## src/rtl/logic_pkg.sv

```systemverilog
// Shared definitions for the sequential logic unit: op encodings and FSM states.
package logic_pkg;

  localparam int OP_W = 3;

  localparam logic [OP_W-1:0] OP_AND   = 3'b000;
  localparam logic [OP_W-1:0] OP_OR    = 3'b001;
  localparam logic [OP_W-1:0] OP_XOR   = 3'b010;
  localparam logic [OP_W-1:0] OP_NOR   = 3'b011;
  localparam logic [OP_W-1:0] OP_XNOR  = 3'b100;
  localparam logic [OP_W-1:0] OP_ANDN  = 3'b101;
  localparam logic [OP_W-1:0] OP_PASSA = 3'b110;
  localparam logic [OP_W-1:0] OP_NOTA  = 3'b111;

  typedef enum logic [1:0] {
    IDLE = 2'd0,
    RUN  = 2'd1,
    DONE = 2'd2
  } state_t;

endpackage

```

## src/rtl/logic_chunk_op.sv

```systemverilog
// Combinational CHUNK-wide bitwise operation; shared by multi-cycle and
// single-cycle logic unit variants.
module logic_chunk_op
  import logic_pkg::*;
#(
  parameter int CHUNK = 8
) (
  input  logic [OP_W-1:0]  op,
  input  logic [CHUNK-1:0] a,
  input  logic [CHUNK-1:0] b,
  output logic [CHUNK-1:0] y
);

  always_comb begin
    y = '0;
    case (op)
      OP_AND:   y = a & b;
      OP_OR:    y = a | b;
      OP_XOR:   y = a ^ b;
      OP_NOR:   y = ~(a | b);
      OP_XNOR:  y = ~(a ^ b);
      OP_ANDN:  y = a & ~b;
      OP_PASSA: y = a;
      OP_NOTA:  y = ~a;
      default:  y = '0;
    endcase
  end

endmodule

```

## src/rtl/logic_unit_seq.sv

```systemverilog
// Multi-cycle bitwise logic unit, CHUNK bits per cycle LSB first, with
// valid/ready handshakes. Define LOGIC_UNIT_PARITY_EN to add a parity output.
module logic_unit_seq
  import logic_pkg::*;
#(
  parameter int WIDTH = 32,
  parameter int CHUNK = 8
) (
  input  logic             clk,
  input  logic             rst,
  input  logic             in_valid,
  output logic             in_ready,
  input  logic [OP_W-1:0]  op,
  input  logic [WIDTH-1:0] a,
  input  logic [WIDTH-1:0] b,
  output logic             out_valid,
  input  logic             out_ready,
  output logic [WIDTH-1:0] result,
  output logic             zero
`ifdef LOGIC_UNIT_PARITY_EN
  ,
  output logic             parity
`endif
);

  localparam int NCHUNK = WIDTH / CHUNK;
  localparam int CNT_W  = (NCHUNK > 1) ? $clog2(NCHUNK) : 1;
  localparam logic [CNT_W-1:0] LAST_CNT = CNT_W'(NCHUNK - 1);

  if ((CHUNK < 1) || (WIDTH < CHUNK) || ((WIDTH % CHUNK) != 0)) begin : g_bad_param
    $fatal(1, "logic_unit_seq: WIDTH must be a nonzero multiple of CHUNK");
  end

  state_t           state_q, state_d;
  logic [CNT_W-1:0] cnt_q, cnt_d;
  logic [OP_W-1:0]  op_q, op_d;
  logic [WIDTH-1:0] a_q, a_d, b_q, b_d, result_q, result_d;
  logic             zero_acc_q, zero_acc_d, zero_q, zero_d;
  logic [CHUNK-1:0] a_chunk, b_chunk, y_chunk;
`ifdef LOGIC_UNIT_PARITY_EN
  logic             parity_acc_q, parity_acc_d, parity_q, parity_d;
`endif

  assign a_chunk = a_q[cnt_q*CHUNK +: CHUNK];
  assign b_chunk = b_q[cnt_q*CHUNK +: CHUNK];

  logic_chunk_op #(.CHUNK(CHUNK)) u_chunk_op (
    .op (op_q),
    .a  (a_chunk),
    .b  (b_chunk),
    .y  (y_chunk)
  );

  always_comb begin
    state_d    = state_q;
    cnt_d      = cnt_q;
    op_d       = op_q;
    a_d        = a_q;
    b_d        = b_q;
    result_d   = result_q;
    zero_acc_d = zero_acc_q;
    zero_d     = zero_q;
`ifdef LOGIC_UNIT_PARITY_EN
    parity_acc_d = parity_acc_q;
    parity_d     = parity_q;
`endif
    case (state_q)
      IDLE: begin
        if (in_valid) begin
          op_d       = op;
          a_d        = a;
          b_d        = b;
          result_d   = '0;
          zero_acc_d = 1'b1;
          cnt_d      = '0;
`ifdef LOGIC_UNIT_PARITY_EN
          parity_acc_d = 1'b0;
`endif
          state_d    = RUN;
        end
      end
      RUN: begin
        result_d[cnt_q*CHUNK +: CHUNK] = y_chunk;
        zero_acc_d = zero_acc_q & (y_chunk == '0);
`ifdef LOGIC_UNIT_PARITY_EN
        parity_acc_d = parity_acc_q ^ (^y_chunk);
`endif
        // Flags are published only once the final chunk has been folded in.
        if (cnt_q == LAST_CNT) begin
          cnt_d   = '0;
          zero_d  = zero_acc_d;
`ifdef LOGIC_UNIT_PARITY_EN
          parity_d = parity_acc_d;
`endif
          state_d = DONE;
        end else begin
          cnt_d = cnt_q + 1'b1;
        end
      end
      DONE: begin
        if (out_ready) begin
          state_d = IDLE;
        end
      end
      default: state_d = IDLE;
    endcase
  end

  always_ff @(posedge clk or posedge rst) begin
    if (rst) begin
      state_q    <= IDLE;
      cnt_q      <= '0;
      op_q       <= '0;
      a_q        <= '0;
      b_q        <= '0;
      result_q   <= '0;
      zero_acc_q <= 1'b0;
      zero_q     <= 1'b0;
`ifdef LOGIC_UNIT_PARITY_EN
      parity_acc_q <= 1'b0;
      parity_q     <= 1'b0;
`endif
    end else begin
      state_q    <= state_d;
      cnt_q      <= cnt_d;
      op_q       <= op_d;
      a_q        <= a_d;
      b_q        <= b_d;
      result_q   <= result_d;
      zero_acc_q <= zero_acc_d;
      zero_q     <= zero_d;
`ifdef LOGIC_UNIT_PARITY_EN
      parity_acc_q <= parity_acc_d;
      parity_q     <= parity_d;
`endif
    end
  end

  assign in_ready  = (state_q == IDLE);
  assign out_valid = (state_q == DONE);
  assign result    = result_q;
  assign zero      = zero_q;
`ifdef LOGIC_UNIT_PARITY_EN
  assign parity    = parity_q;
`endif

endmodule

```

## config.mk

```make
export PLATFORM = sky130hd
export DESIGN_NAME = logic_unit_seq
export DESIGN_NICKNAME = d
export VERILOG_FILES = /design/src/rtl/logic_pkg.sv /design/src/rtl/logic_chunk_op.sv /design/src/rtl/logic_unit_seq.sv
export SDC_FILE = /design/constraint.sdc
export NUM_CORES = 1
export LEC_CHECK = 0
export BUFFER_PORTS_ARGS = -buffer_cell sky130_fd_sc_hd__buf_2
export CORE_AREA = 2 2 102 104
export CTS_CLUSTER_DIAMETER = 30
export CTS_CLUSTER_SIZE = 40
export DETAILED_ROUTE_END_ITERATION = 10
export DIE_AREA = 0 0 104 106
export PLACE_DENSITY = 0.78
export SYNTH_ARGS = -nofsm -noshare
export SYNTH_HDL_FRONTEND = slang
export SYNTH_SLANG_ARGS = --single-unit
```

## constraint.sdc

```tcl
create_clock -name clk -period 3.9 [get_ports clk]
set_input_delay 0.195 -clock clk [delete_from_list [all_inputs] [get_ports clk]]
set_output_delay 0.195 -clock clk [all_outputs]
set_load 0.01 [all_outputs]
```

==> After elaboration in Yosys (flattened, before gate mapping) <==
Index checks and enable logic that the tools add are counted.
{ "classes": {"shift": 4, "muxes": 13, "add_sub_neg": 2, "bitwise_logic": 9, "eq_ne": 13, "n_reduce_logical": 8} }
{ "ops": {"columns": ["op", "n"], "rows": [
  ["32-bit case mux with 2 select lines", 1],
  ["8-bit case mux with 8 select lines", 1],
  ["32-bit by 6-bit variable part select with 8-bit output", 2],
  ["5-bit negator with 34-bit output", 1],
  ["8-bit by 34-bit variable shift with 32-bit output (first input constant)", 1],
  ["8-bit by 34-bit variable part select with 32-bit output", 1],
  ["32-bit bitwise mux", 1],
  ["32-bit 2-to-1 mux", 1],
  ["8-bit NOT", 4],
  ["8-bit bitwise AND", 2],
  ["3-bit equality test (second input constant)", 4],
  ["2-bit 2-to-1 mux", 5],
  ["8-bit logical NOT", 1],
  ["8-bit bitwise OR", 1],
  ["8-bit bitwise XOR", 1],
  ["3-bit by 2-bit equality test with 1-bit output (second input constant)", 2],
  ["2-bit case mux with 3 select lines", 1],
  ["2-bit AND reduction", 3],
  ["2-bit equality test (second input constant)", 2],
  ["2-bit != test (second input constant)", 2],
  ["2-bit case mux with 2 select lines", 1],
  ["3-bit by 1-bit equality test with 1-bit output (second input constant)", 1],
  ["3-bit logical NOT", 1],
  ["3-bit AND reduction", 1],
  ["other kinds (8)", 8]
]} }
{ "totals": {"output_inout_bits": 35, "regBits": 105, "input_bits": 71, "elab_cells": 57} }

==> Logic depth before layout (Yosys ltp) <==
Gate-level depths: netlist of run 1.
{ "depth": {"word_depth": 7, "depth_mapped": 11, "depth_no_buf": 9} }

==> Modules after synthesis <==
Synthesis of run 1 repeated with hierarchy kept, for this count alone.
{ "hier_totals": {"hier_cells": 384, "hier_area_um2": 5207.5} }
{ "modules_own_cells": {"columns": ["module", "area_per_inst_um2", "instances", "cells_per_inst"], "rows": [
  ["logic_unit_seq", 4468.0, 1, 279],
  ["logic_chunk_op", 739.5, 1, 105]
]} }

==> Worst setup path after synthesis of run 1 <==
Ideal clock, no wire load.
{ "synth_timing": {"path_type": "flip-flop to flip-flop", "from": "reg cnt_q[0]", "to": "reg zero_q, in the netlist zero", "t_required_ns": 3.808, "t_arrival_ns": 2.587, "setup_ns": 0.092, "period_less_slack_ns": 2.679, "stages_incl_launch_ff": 11, "setup_slack_ns": 1.221, "path_cell_list": "dfrtp_1 buf_6 buf_12 mux4_2 inv_1 ha_1 a22o_1 a211oi_1 nand2_1 nand4b_1 o31ai_2"} }
{ "synth_via": {"elab_chain_cells": 6, "elab_cells_between_ends": 15, "classes_between": "eq/ne (1); shift (2); mux (1); bitwise (9); reduce/logical (2)"} }
{ "synth_lines": {"columns": ["item", "line", "rtl"], "rows": [
  ["start: declaration", "logic_unit_seq.sv:35", "logic [CNT_W-1:0] cnt_q, cnt_d;"],
  ["start signal: assignment", "logic_unit_seq.sv:125", "cnt_q <= cnt_d;"],
  ["32-bit by 6-bit variable part select with 8-bit output (on tied branches)", "logic_unit_seq.sv:45, logic_unit_seq.sv:44", null],
  ["8-bit NOT, or another cell as far along", "logic_chunk_op.sv:22", "OP_ANDN: y = a & ~b;"],
  ["8-bit bitwise AND, or another cell as far along", "logic_chunk_op.sv:22", null],
  ["8-bit case mux with 8 select lines", "logic_chunk_op.sv:16", "case (op)"],
  ["8-bit logical NOT", "logic_unit_seq.sv:84", "zero_acc_d = zero_acc_q & (y_chunk == '0);"],
  ["1-bit bitwise AND", "logic_unit_seq.sv:84", null],
  ["end signal: assignment", "logic_unit_seq.sv:131", "zero_q <= zero_d;"],
  ["end: declaration", "logic_unit_seq.sv:38", "logic zero_acc_q, zero_acc_d, zero_q, zero_d;"]
]} }
Several ways; a longest one is shown, not always the timed one.
A chain may end at the register's enable or synchronous reset.

==> Worst setup path in the final report of run 1 <==
Ends and elaborated chain as after synthesis.

==> results of run 1 <==
==> power by group through the flow <==
stage	logic (mW)	registers, mW	clock network [mW]
global route	3.26	2.01	0.902
floorplan	2.27	1.78	0
CTS	2.92	1.95	0.855
finish	2.94	1.96	0.847
global placement	2.74	1.94	0
detailed placement	2.88	1.97	0
==> worst max-delay path: stages, from the launching register on <==
cell,delay (ns)
dfrtp_1,0.59
buf_12,0.22
mux4_2,0.55
inv_1,0.08
ha_1,0.26
a22o_1,0.22
a211oi_1,0.63
nand2_1,0.10
nand4b_1,0.23
o31ai_2,0.25
==> per-layer routing <==
metal  track usage  vias up  wire, um
li1              -     2147         -
met1         0.346     2180      5710
met2         0.417      186      6420
met3        0.0374       20       752
met4        0.0676        0       190
met5             0        -         0
==> synthesized netlist by cell type, drive strengths merged, types with 2 or more instances <==
cell type / count
nor3b: 4
a22oi: 5
nand4b: 2
ha: 12
xnor2: 6
o211ai: 2
nor2: 10
clkbuf: 17
a31oi: 3
mux4: 16
o21ai: 41
mux2: 2
a21o: 4
a21oi: 11
o2111a: 2
o22ai: 2
o31ai: 3
o221ai: 4
nand2b: 6
nor3: 5
and3b: 2
nand2: 239
nand4: 3
nand3: 15
nor2b: 5
a211oi: 2
inv: 22
nor4: 4
dfrtp: 105
buf: 15
mux2i: 2
nand3b: 2
==> metrics by stage <==
step / utilization / cell area, sq um / power (mW)
2_1_floorplan: - / 5290 / 4.05
3_3_place_gp: 0.588 / 5880 / 4.68
3_5_place_dp: 0.588 / 5880 / 4.85
4_1_cts: 0.627 / 6270 / 5.72
5_1_grt: 0.627 / 6270 / 6.17
6_report: 0.627 / 6270 / 5.74
==> flip-flops by register name (all words and copies together) (netlist names) <==
name / flops
a_q: 32
b_q: 32
cnt_q: 2
op_q: 3
result: 32
state_q: 2
zero: 1
zero_acc_q: 1
==> cell type report <==
cell class | instances | area (sq um) | area share
clock buffer | 11 | 151 | 0.0241
clock inverter | 5 | 108 | 0.0172
inverter | 22 | 85.1 | 0.0136
multi-input combinational | 422 | 2420 | 0.386
sequential | 105 | 2630 | 0.419
tap | 136 | 170 | 0.0271
timing repair buffer | 123 | 706 | 0.113
==> worst paths after layout <==
check	endpoint	cells after the start
setup / recovery	zero	9
hold / removal	result[16]	2
setup reg to reg	zero	9
hold reg to reg	result[9]	2
max in group asynchronous	state_q[0]	3
min in group clk	b_q[10]	3
==> cells by family (layout without fill, tap and decap cells) <==
logic type                 Yosys count  count (layout)
and+or+nand+nor                    300             300
DFF                                105             105
AOI/OAI and AO/OA                   84              84
buffers and inverters               54             161
muxes                               20              20
adders and majority gates           12              12
xor gates and xnor gates             6               6
==> impl_metrics.tcl, run 1 <==
set metrics [dict create \
    synth-edff-count 0 \
    die_h_um 106 \
    place.gp.congestion 0.884 \
    routedWlPerCell_um 15.9 \
    p_seq_frac 0.341 \
    grt_pass1_vias 4410 \
    p_comb_frac 0.512 \
    tightest_slew_ns 1.16 \
    syn_nets 664 \
    arrival_ns 3.51 \
    synth.largest_area_cell "dfrtp_1" \
    final_cell_mix "nand2_1 (238), dfrtp_1 (105), buf_2 (105), o21ai_0 (39), inv_1 (21)" \
    start_util 0.529 \
    synth_top_area_share 0.497 \
    ys_seq_area_frac 0.497 \
    synth_compound_area_frac 0.101 \
    cp_max_fo 17 \
    fin_crit_ns 3.23 \
    syn-cell-area_sq_um 5290 \
    maxSlewHeadroom 0.222 \
    synth-simple-area-share 0.239 \
    critPathRequiredTime_ns 4.18 \
    leakagePower_nw 3.24 \
    async_flop_share 1.00 \
    cts_sinks 105 \
    syn_avg_cell_area_sq_um 9.10 \
    ys_ff_latch 105 \
    cts_buffers 9 \
    drt-pass1-iter-count 5 \
    hold_viol 12 \
    yosysWarningCount 0 \
    core_area_sq_um 10000 \
    synth-xor-area-share 0.00994 \
    ys_types 48 \
    ios 106 \
    setup.worst_path.start "cnt_q[0]" \
    internal_power_mw 3.20 \
    synth.area.top_cells "dfrtp_1 (50%), nand2_1 (17%), mux4_2 (5.1%)" \
    pwr-share-clk 0.148 \
    yosys.area_share.adder 0.0284 \
    p_per_area_nw_per_um2 916 \
    row_count 37 \
    diodes 0 \
    viasPerCell 5.50 \
    holdWs_ns -0.0146 \
    clkTransAtPathRegs_ns 0.10 \
    port_buffers 105 \
    rsz0062_at_grt "false" \
    post_cts_buffers 0 \
    layout_commonest_cell "nand2_1" \
    area_growth_pct 18.6 \
    fillers 871 \
    first_iter_violations 401 \
    synth_top_family_by_area "simple AND/OR/NAND/NOR gates" \
    synthFlopType "dfrtp_1" \
    synthCells 581 \
    violations "negative hold slack" \
    cts_root_buf "clkbuf_8" \
    muxShareOfSynthArea 0.0790 \
    fin_tns_setup_ns 0 \
    final_antenna_net_count 0 \
    fin_skew_ns 0.0144 \
    hold_buffers 13 \
    grt_pass1_wl_um 21900 \
    dp_slack_ns 0.742 \
    hpwl_um 9280 \
    routed_wl_um 13100 \
    setup_viol 0 \
    rrSetupSlack_ns 0.67 \
    vdd_drop_max_mv 0.377 \
    worstSkewPairLatency_ns 0.38 \
    finalCritPeriodShare 0.827 \
    antenna_found_initial 0 \
    grt_max_degree 73 \
    crit_path_end_kind "flop" \
    hp-class "input pin to asynchronous set/reset pin" \
    reg2reg_from "cnt_q[0]" \
    fin_cells 824 \
    fin_nets 766 \
    clk_path_buf_depth 2 \
    ctsResizeCount 0 \
    cts_tree "built" \
    fmax_mhz 310 \
    max_cap_viol_count 0 \
    fin_ws_ns 0.674 \
    dp.cells 795 \
    grtUsageTotal 0.250 \
    grt.overflow.total 0 \
    status "finished, violations left" \
    cts_max_level 3 \
    die_area_sq_um 11000 \
    start_kind "flop" \
    die_w_um 104 \
    drc 0 \
    critPathKind "flop to flop" \
    via_count 4533 \
    switching_share 0.442 \
    drive_gt1_frac 0.218 \
    switchingPower_mw 2.54 \
    slew_violations 0 \
]
(Power assumes the default switching activity.)
==> run 2: changes to the inputs <==
- clock period: 3.9 -> 3.2 ns (I/O delays scaled with it)
==> impl_metrics.tcl, run 2 (synthesized netlist as in run 1, its figures left out) <==
set metrics [dict create \
    reg2regPathDepth 10 \
    p_per_area_nw_per_um2 1040 \
    fin_crit_ns 2.89 \
    finalCritPeriodShare 0.903 \
    cts_buffers 9 \
    grtUsageTotal 0.270 \
    rsz0062_at_grt "false" \
    ios 106 \
    die_h_um 106 \
    die_area_sq_um 11000 \
    cts_tree "built" \
    final_util 0.672 \
    grt_pass1_vias 4940 \
    critPathKind "flop to flop" \
    die_w_um 104 \
    fin_ws_ns 0.311 \
    grt_pass1_wl_um 23700 \
    start_util 0.529 \
    hp-class "input pin to flop" \
    placed_area_sq_um 5950 \
    cp_max_fo 17 \
    dp.cells 804 \
    leakagePower_nw 3.43 \
    hpwl_um 9580 \
    grt.overflow.total 0 \
    fmax_mhz 346 \
    hold_viol 2 \
    slew_violations 0 \
    drive_gt1_frac 0.213 \
    row_count 37 \
    layout_commonest_cell "nand2_1" \
    place.gp.congestion 0.874 \
    setup_viol 0 \
    grt_max_degree 91 \
    design_power_total_mw 6.98 \
    maxSlewHeadroom 0.212 \
    start_kind "flop" \
    core_area_sq_um 10000 \
    fin_tns_setup_ns 0 \
    critPathRequiredTime_ns 3.49 \
    tightest_slew_ns 1.18 \
    final_cell_mix "nand2_1 (238), dfrtp_1 (105), buf_2 (105), dlygate4sd3_1 (59), o21ai_0 (39)" \
    holdWs_ns -0.00670 \
    drc 0 \
    fin_skew_ns 0.0168 \
    routed_wl_um 14700 \
    final_antenna_net_count 0 \
    drt-pass1-iter-count 5 \
    cts_root_buf "clkbuf_8" \
    final_area_sq_um 6720 \
    vdd_drop_max_mv 0.539 \
    arrival_ns 3.18 \
    antenna_found_initial 1 \
    routedWlPerCell_um 16.7 \
    area_growth_pct 27.1 \
    max_cap_viol_count 0 \
    hold_depth 3 \
    clkTransAtPathRegs_ns 0.10 \
    cts_sinks 105 \
    first_iter_violations 416 \
    clk_path_buf_depth 2 \
    fin_nets 821 \
    crit_path_end_kind "flop" \
    via_count 4906 \
    dp_slack_ns 0.338 \
    violations "negative hold slack" \
    status "finished, violations left" \
    viasPerCell 5.58 \
    fin_cells 880 \
    worstSkewPairLatency_ns 0.38 \
    port_buffers 105 \
    cts_max_level 3 \
]
==> run 2: repair_timing <==
action                                 4_1_cts  5_1_grt
buffers inserted                             0        0
resized for setup                            0        0
endpoints found under the hold margin       59        0
hold buffers                                59        0
==> run 2: final timing paths <==
kind                          start         end  slack [ns]
setup / recovery           cnt_q[0]        zero        0.31
hold / removal                a[27]     a_q[27]      -0.007
setup reg to reg           cnt_q[0]        zero        0.31
hold reg to reg              a_q[3]      a_q[3]        0.48
max in group asynchronous       rst  result[24]        2.37
min in group asynchronous       rst      b_q[0]        0.01
==> run 2: layout make-up <==
class	instances	area [sq um]
Tap cell	136	170
Clock buffer	10	128
Fill cell	801	3280
Antenna cell	1	2.50
Inverter	22	85.1
Clock inverter	6	51.3
Multi-Input combinational cell	422	2420
Timing Repair Buffer	178	1230
Sequential cell	105	2630
==> run 2: report_power, final <==
group | internal [mW] | leakage [nW] | switching [mW]
clock | 0.293 | 0.0810 | 0.481
combinational | 1.61 | 2.00 | 2.27
sequential | 1.87 | 1.35 | 0.461
total | 3.77 | 3.43 | 3.21
==> run 2: metal layers <==
| metal | vias up | global-route usage | share of wire |
|---|---|---|---|
| li1 | 2261 | - | - |
| met1 | 2396 | 0.350 | 0.41 |
| met2 | 206 | 0.449 | 0.50 |
| met3 | 43 | 0.0527 | 0.055 |
| met4 | 0 | 0.113 | 0.035 |
| met5 | - | 0 | 0 |
==> run 2: worst max-delay path, cell delays in order, from the launching register on <==
cell and delay (ns):
dfrtp_1 0.40, buf_12 0.18, mux4_1 0.63, inv_1 0.11, ha_1 0.29, and3b_1 0.19
o32ai_1 0.26, o22ai_1 0.13, nor3b_1 0.19, nand4b_1 0.18, o31ai_2 0.25
==> run 3: changes to the inputs <==
- CORE_AREA: 2 2 102 104 -> 4 4 104 106
- CTS_BUF_LIST: unset -> sky130_fd_sc_hd__clkbuf_16
- DIE_AREA: 0 0 104 106 -> 0 0 108 110
==> impl_metrics.tcl, run 3 (synthesized netlist as in run 1, its figures left out) <==
set metrics [dict create \
    ctsResizeCount 0 \
    cp.buffers_inverters 2 \
    antenna_found_initial 0 \
    core_area_sq_um 9770 \
    routedWlPerCell_um 16.6 \
    max_cap_viol_count 0 \
    grt_pass1_wl_um 22600 \
    finalCritPeriodShare 0.930 \
    final_area_sq_um 6310 \
    via_count 4663 \
    hpwl_um 9670 \
    fin_crit_ns 2.98 \
    critPathMaxStageDelay_ns 0.65 \
    layout_commonest_cell "nand2_1" \
    fin_nets 770 \
    vdd_drop_max_mv 0.405 \
    drc 0 \
    hold_buffers 12 \
    clkTransAtPathRegs_ns 0.08 \
    viasPerCell 5.65 \
    final_util 0.646 \
    cts_root_buf "clkbuf_16" \
    grt.overflow.total 0 \
    post_cts_buffers 0 \
    place.gp.congestion 0.894 \
    routed_wl_um 13700 \
    grt_max_degree 70 \
    crit_path_end_kind "flop" \
    placed_area_sq_um 5910 \
    hp-class "input pin to flop" \
    ios 106 \
    cts_max_level 3 \
    worstSkewPairLatency_ns 0.35 \
    diodes 0 \
    grtUsageTotal 0.245 \
    start_kind "flop" \
    critPathSlowestCell "mux4_1" \
    area_growth_pct 19.4 \
    start_util 0.541 \
    drt-pass1-iter-count 5 \
    clk_path_buf_depth 2 \
    final_cell_mix "nand2_1 (238), dfrtp_1 (105), buf_2 (105), o21ai_0 (39), inv_1 (21)" \
    cp_top_family "compound AO/OA/AOI/OAI gates" \
    port_buffers 105 \
    design_power_total_mw 7.10 \
    final_antenna_net_count 0 \
    arrival_ns 3.24 \
    tightest_slew_ns 1.20 \
    p_per_area_nw_per_um2 1120 \
    reg2reg_from "cnt_q[0]" \
    drive_gt1_frac 0.224 \
    dp_slack_ns 0.316 \
    die_area_sq_um 11900 \
    cp_max_fo 13 \
    status "finished clean" \
    critPathRequiredTime_ns 3.46 \
    fmax_mhz 336 \
    fin_skew_ns 0.0104 \
    cts_buffers 9 \
    grt_pass1_vias 4560 \
    slew_violations 0 \
    first_iter_violations 399 \
    hold_start "b[0]" \
    worstPathCellList "buf_4 -> mux4_1 -> inv_1 -> ha_1 -> nor3b_1 -> o21ai_0 -> a31oi_1 -> nor4_1 -> nand4b_1 -> o31ai_2" \
    maxSlewHeadroom 0.196 \
    setup.worst_path.start "cnt_q[0]" \
    leakagePower_nw 3.26 \
    fin_ws_ns 0.224 \
    cts_sinks 105 \
    die_h_um 110 \
    die_w_um 108 \
    critPathKind "flop to flop" \
    rsz0062_at_grt "false" \
    fin_tns_setup_ns 0 \
    cts_tree "built" \
    setup_viol 0 \
    hold_viol 0 \
    row_count 36 \
]
## run 3: metal layers
layer | GRT usage | up-vias | part of all wire
li1 | - | 2152 | -
met1 | 0.328 | 2213 | 0.40
met2 | 0.396 | 248 | 0.48
met3 | 0.0338 | 50 | 0.069
met4 | 0.124 | 0 | 0.042
met5 | 0 | - | 0
## run 3: worst paths after layout
check	slack [ns]	cells past startpoint	end
min in group asynchronous	0.43	3	b_q[5]
hold reg to reg	0.47	2	result[1]
max in group asynchronous	2.06	4	cnt_q[1]
setup reg to reg	0.22	10	zero
hold / removal	0.0003	3	b_q[0]
setup / recovery	0.22	10	zero
## run 3: tightest hold or removal path, cell delays in order
cell,delay (ns)
buf_2,0.08
nand2_1,0.04
nand2_1,0.05
## run 3: layout make-up
class                      count  area [sq um]
timing repair buffer         127           733
fill                         801          3460
sequential                   105          2630
inverter                      22          85.1
tap                          133           166
clock inverter                 7          55.1
clock buffer                   9           225
multi-input combinational    422          2420
## run 3: per-stage QoR
step	cells	hold slack, ns
floorplan	581	0.265
CTS	825	0.000285
global placement	797	0.272
detailed placement	797	0.285
global route	825	0.0109
finish	825	0.000295
## run 3: power by group
| part | switching [mW] | internal, mW | total, mW |
|---|---|---|---|
| registers | 0.433 | 1.87 | 2.30 |
| logic | 2.22 | 1.52 | 3.74 |
| clock network | 0.521 | 0.535 | 1.06 |
| total | 3.18 | 3.92 | 7.10 |
